$ cat config.mk
export PLATFORM = sky130hd
export DESIGN_NAME = mux_input_conditioner
export DESIGN_NICKNAME = d
export VERILOG_FILES = /design/src/rtl/mux_input_pkg.sv /design/src/rtl/debounce_channel.sv /design/src/rtl/mux_input_conditioner.sv
export SDC_FILE = /design/constraint.sdc
export NUM_CORES = 1
export LEC_CHECK = 0
export BUFFER_PORTS_ARGS = -buffer_cell sky130_fd_sc_hd__buf_2
export CAP_MARGIN = 25
export CORE_MARGIN = 1.5
export CORE_UTILIZATION = 52
export DETAILED_ROUTE_END_ITERATION = 12
export GPL_ROUTABILITY_DRIVEN = 0
export GPL_TIMING_DRIVEN = 0
export PLACE_DENSITY = 0.74
export SYNTH_ARGS = -nofsm -noshare
export SYNTH_HDL_FRONTEND = slang
export SYNTH_SLANG_ARGS = --single-unit
$ cat constraint.sdc
create_clock -name clk -period 2 [get_ports clk]
set_clock_uncertainty 0.15 [all_clocks]
set_input_delay 0.3 -clock clk [delete_from_list [all_inputs] [get_ports clk]]
set_output_delay 0.3 -clock clk [all_outputs]
set_load 0.1 [all_outputs]
$ cat src/rtl/mux_input_pkg.sv
// Shared definitions for the multiplexer input conditioner: debounce FSM
// state encoding and default timing parameters.
package mux_input_pkg;

   localparam int DefaultDebounceCycles = 16;
   localparam int DefaultSyncStages     = 2;

   localparam logic [1:0] StLow  = 2'd0;
   localparam logic [1:0] StRise = 2'd1;
   localparam logic [1:0] StHigh = 2'd2;
   localparam logic [1:0] StFall = 2'd3;

   // HIGH and FALL share the upper bit, so the debounced level is one state bit.
   function automatic logic stateLevel(input logic [1:0] state);
      return state[1];
   endfunction

endpackage

$ cat src/rtl/debounce_channel.sv
// One input channel: multi-flop synchroniser followed by a four-state
// debounce FSM that only changes level after an unbroken stable run.
module debounce_channel
   import mux_input_pkg::*;
#(
   parameter int SYNC_STAGES     = DefaultSyncStages,
   parameter int DEBOUNCE_CYCLES = DefaultDebounceCycles
) (
   input  logic clk,
   input  logic rst,
   input  logic raw,
   output logic level,
   output logic rise
);

   localparam int               CntW   = $clog2(DEBOUNCE_CYCLES);
   localparam logic [CntW-1:0] CntMax = CntW'(DEBOUNCE_CYCLES - 1);
   localparam logic [CntW-1:0] CntOne = CntW'(1);

   logic [SYNC_STAGES-1:0] sync_q;
   logic                   s;
   logic [1:0]             state_q, state_d;
   logic [CntW-1:0]        count_q, count_d;

   always_ff @(posedge clk or negedge rst) begin
      if (!rst) begin
         sync_q <= '0;
      end else begin
         sync_q <= {sync_q[SYNC_STAGES-2:0], raw};
      end
   end

   assign s = sync_q[SYNC_STAGES-1];

   // Any sample disagreeing with the pending direction drops the count to zero.
   always_comb begin
      state_d = state_q;
      count_d = count_q;
      case (state_q)
         StLow: begin
            if (s) begin
               state_d = StRise;
               count_d = CntOne;
            end
         end
         StRise: begin
            if (!s) begin
               state_d = StLow;
               count_d = '0;
            end else if (count_q == CntMax) begin
               state_d = StHigh;
               count_d = '0;
            end else begin
               count_d = count_q + CntOne;
            end
         end
         StHigh: begin
            if (!s) begin
               state_d = StFall;
               count_d = CntOne;
            end
         end
         StFall: begin
            if (s) begin
               state_d = StHigh;
               count_d = '0;
            end else if (count_q == CntMax) begin
               state_d = StLow;
               count_d = '0;
            end else begin
               count_d = count_q + CntOne;
            end
         end
         default: begin
            state_d = StLow;
            count_d = '0;
         end
      endcase
   end

   always_ff @(posedge clk or negedge rst) begin
      if (!rst) begin
         state_q <= StLow;
         count_q <= '0;
      end else begin
         state_q <= state_d;
         count_q <= count_d;
      end
   end

   assign level = stateLevel(state_q);
   // Asserted during the cycle whose closing edge enters HIGH from RISE.
   assign rise  = (state_q == StRise) && s && (count_q == CntMax);

endmodule

$ cat src/rtl/mux_input_conditioner.sv
// Front end for the dice/traffic-light multiplexer: conditions the roll and
// mode buttons and turns debounced mode presses into a toggled select level.
module mux_input_conditioner
   import mux_input_pkg::*;
#(
   parameter int DEBOUNCE_CYCLES = DefaultDebounceCycles,
   parameter int SYNC_STAGES     = DefaultSyncStages
) (
   input  logic clk,
   input  logic rst,
   input  logic btn_raw,
   input  logic mode_raw,
   output logic button,
   output logic sel,
   output logic mode_pulse
);

   logic modeRise;
   logic unusedRollRise;
   logic unusedModeLevel;
   logic sel_q, sel_d;
   logic modePulse_q, modePulse_d;

   debounce_channel #(
      .SYNC_STAGES    (SYNC_STAGES),
      .DEBOUNCE_CYCLES(DEBOUNCE_CYCLES)
   ) u_roll (
      .clk  (clk),
      .rst  (rst),
      .raw  (btn_raw),
      .level(button),
      .rise (unusedRollRise)
   );

   debounce_channel #(
      .SYNC_STAGES    (SYNC_STAGES),
      .DEBOUNCE_CYCLES(DEBOUNCE_CYCLES)
   ) u_mode (
      .clk  (clk),
      .rst  (rst),
      .raw  (mode_raw),
      .level(unusedModeLevel),
      .rise (modeRise)
   );

   // Only the debounced rising edge of mode matters; releasing the button is ignored.
   always_comb begin
      sel_d       = sel_q ^ modeRise;
      modePulse_d = modeRise;
   end

   always_ff @(posedge clk or negedge rst) begin
      if (!rst) begin
         sel_q       <= 1'b0;
         modePulse_q <= 1'b0;
      end else begin
         sel_q       <= sel_d;
         modePulse_q <= modePulse_d;
      end
   end

   assign sel        = sel_q;
   assign mode_pulse = modePulse_q;

endmodule
# == Word-level counts from Yosys, hierarchy flattened ==
# Cells that the tools add are included.
# classes
add_sub_neg,2
eq_ne,16
mux,26
bitwise,1
reduce_logical,8
# op_table
op,count
4-bit 2-to-1 mux,10
4-bit case mux with 4 select lines,2
2-bit 2-to-1 mux,12
2-bit case mux with 4 select lines,2
4-bit by 1-bit adder with 4-bit output (second input constant),2
2-bit equality test (second input constant),4
4-bit equality test (second input constant),2
4-bit AND reduction,2
3-bit by 1-bit inequality test with 1-bit output (second input constant),2
3-bit inequality test (second input constant),2
2-bit by 1-bit equality test with 1-bit output (second input constant),2
2-bit zero test,2
2-bit by 1-bit inequality test with 1-bit output (second input constant),2
2-bit inequality test (second input constant),2
2-bit AND reduction,2
1-bit logical AND,2
1-bit XOR,1
# word_totals
register_bits,18
input_bits,4

# == Depth between registers and ports, before layout ==
# logic_depth
depth_word,4
mapped_depth,4

# == Hierarchy ==
# A second synthesis with hierarchy kept.
# unflattened
cells_unflattened,66
area_unflattened_um2,810.8
# by_module_without_submodules
module,instances,cells_per_inst,area_each_um2,seq_area_each_um2
debounce_channel (u_roll),1,30,377.9,200.2
debounce_channel (u_mode),1,33,374.1,200.2
mux_input_conditioner,1,3,58.8,50.0

# == Worst setup path before layout ==
# No wires, ideal clock.
# synth_path
path_type,reg-to-reg
start,reg (tool-made name)
end,reg u_roll.count_q[2]
setup_ps,146
t_arrival_ps,1555
t_required_ps,1704
path_slack_ps,149
path_stages_with_launch,4
n_path_buf,0
period_less_slack_ps,1851
path_cell_list,dfrtp_1 > xor2_1 > nand4b_1 > o311ai_0
# synth_rtl
item,line_no,source
"end signal, assigned",debounce_channel.sv:87,count_q <= count_d;
"end, declared",debounce_channel.sv:23,"logic [CntW-1:0] count_q, count_d;"

==> flow_summary.ini <==
[cts]
cts_max_level = 1
cts_buffers = 3
ctsRootBufferMaster = clkbuf_4
cts_tree = yes
cts_num_sinks = 18
postCtsResizedCells = 0
clk_pin_slew_worst_paths_ns = 0.10
clk_path_buf_depth = 2
insertion_delay_ns = 0.29

[global_routing]
grt_pass1_vias = 530
grt_pass1_wl_um = 2250
track_usage_pct = 17.4
grt_antenna_before_repair = 0
grt_max_degree = 19
grt-ovfl-total = 0

[sta]
fin_crit_ns = 1.61
period_share_pct = 80.5
max_slew.worst_pin.slew_ns = 0.541
worst_slack_ns = 0.391
hold_viol = 0
fmax_ghz = 0.621
setup_viol = 0
hold_ws_ns = 0.214
rsz0062_at_grt = no
relSlewSlack_pct = 63.8
slew_viol_final = 0
finalSetupTns_ns = 0

[setup_path]
cp_data_required_time_ns = 1.55
arrival_ns = 1.16
cp_max_fo = 4
criticalPathCategory = flip-flop to output port
cp-end-kind = output port
crit_family = buffers and inverters
cp_slowest_cell = buf_2
start_kind = flip-flop
crit_buf_inv = 1
crit_chain = buf_2
slowest_delay_ns = 0.45

[floorplanning]
die_h_um = 41.8
die_area_um2 = 1750
row_count = 13
initial_core_util_pct = 58.1
io_pins = 7
fp.coreArea_um2 = 1350
die_w_um = 41.8

[drt]
drt-total-wl_um = 1290
antenna_left = 0
via_count = 543
via_per_inst = 5.84
drc_errors = 0
drt_iter0_drc = 10
first_pass_iters = 4
wl_per_cell_um = 13.9

[status]
status = complete, no violations

[layout]
fill_cells = 99
multi_input_area_um2 = 318
layout-drive-gt1-share_pct = 19.2
fin_cells = 93
syn2layout_area_growth_pct = 14.7
nets = 85
final_util_pct = 66.6
regArea_um2 = 450
n_antenna_cell = 0

[logic_synthesis]
synth_area_per_cell_um2 = 12.1
synth_top_area_share_pct = 57.4
yosysMostFrequentCell = dfrtp_1
netlist_top_cells_area = dfrtp_1, nand3_1, xor2_1
yosysWarnings = 0
syn_area_um2 = 785
yosys.area.top_type = dfrtp_1
yosys.cell_types.count = 25
async_flop_share_pct = 100
synth_cells = 65
synth_seq_cells = 18
synth_nets = 71
ys_seq_area_share_pct = 57.4
synth_edf_count = 0
netlist_top_cells_count = dfrtp_1, nand3_1, nand4_1
ys.flop_type = dfrtp_1

[placed_design]
place_ws_ns = 0.456
dpl.hpwl_um = 906
dp_cells = 86
io_buffers = 6

[flow_run]
drv_cap = 0

[power_and_ir_drop]
irDropWorstVdd_mv = 0.585
p_per_area_nw_per_um2 = 774
power.leakage_uw = 0.000420

[hold_path]
hold_path.class = flip-flop to flip-flop
==> metal layers <==
metal  GRT usage [%]  share of wire, %
met5               0                 0
met4            9.68               2.1
met3            3.91               2.9
met2            28.7                46
met1            20.6                49
==> timing repair <==
| action | in CTS | in global routing |
|---|---|---|
| buffers inserted | 0 | 0 |
| hold buffers | 3 | 0 |
| endpoints found under the hold margin | 20 | 0 |
==> through the flow <==
| step | area, um2 | power (uW) |
|---|---|---|
| floorplan | 785 | 451 |
| global placement | 833 | 470 |
| global route | 900 | 733 |
| CTS | 900 | 706 |
| finish | 900 | 697 |
| detailed placement | 833 | 476 |
==> cell usage in the layout, fill, tap and decap left out, drive strengths merged, types with 2 or more instances in the layout <==
| cell | count |
|---|---|
| a21oi | 3 |
| and2 | 2 |
| and4b | 2 |
| buf | 7 |
| clkbuf | 4 |
| dfrtp | 18 |
| dlygate4sd3 | 3 |
| ha | 2 |
| inv | 3 |
| mux2 | 2 |
| nand3 | 6 |
| nand4 | 4 |
| nor2 | 3 |
| o2111ai | 2 |
| o311ai | 2 |
| xnor2 | 2 |
| xor2 | 3 |
==> final cells by class <==
type                    instances  area share, %
multi-input cells              43           35.3
repair buffers                  9           6.68
well taps                      15           2.09
clock buffers                   4           4.03
inverters                       3           1.25
plain buffers                   1          0.556
flip-flops and latches         18           50.1
==> cells by family after synthesis <==
family | count (synthesis) | share of synthesized area [%]
xor gates and xnor gates | 5 | 5.58
buffers and inverters | 4 | 2.07
and+or+nand+nor | 22 | 17.7
AOI/OAI and AO/OA | 12 | 11.2
DFF | 18 | 57.4
adders and majority gates | 2 | 3.19
muxes | 2 | 2.87
==> worst register-to-register path, cell delays in order, from the launching register on <==
cell and delay [ns]:
dfrtp_1 0.44, ha_1 0.27, or4_1 0.51, o311ai_0 0.10
==> worst paths after layout <==
check                                               from                       endpoint  slack (ns)  cells after the start
max                                            flip-flop                         button        0.39                      1
min                           u_mode.sync_q[0]$_DFF_PN0_     u_mode.sync_q[1]$_DFF_PN0_        0.21                      0
max reg2reg                u_mode.count_q[0]$_DFFE_PN0P_  u_mode.count_q[2]$_DFFE_PN0P_        0.43                      3
min reg2reg                   u_mode.sync_q[0]$_DFF_PN0_     u_mode.sync_q[1]$_DFF_PN0_        0.21                      0
max in group asynchronous                            rst                      async pin        1.13                      2
min in group asynchronous                            rst  u_mode.count_q[2]$_DFFE_PN0P_        0.30                      2
==> report_power, final <==
part	internal (uW)	total, uW	switching [uW]	leakage [uW]
clock network	111	224	113	0.0000210
logic	31.4	67.2	35.8	0.000169
registers	384	406	22.1	0.000231
Power figures use the tool's default switching activity.
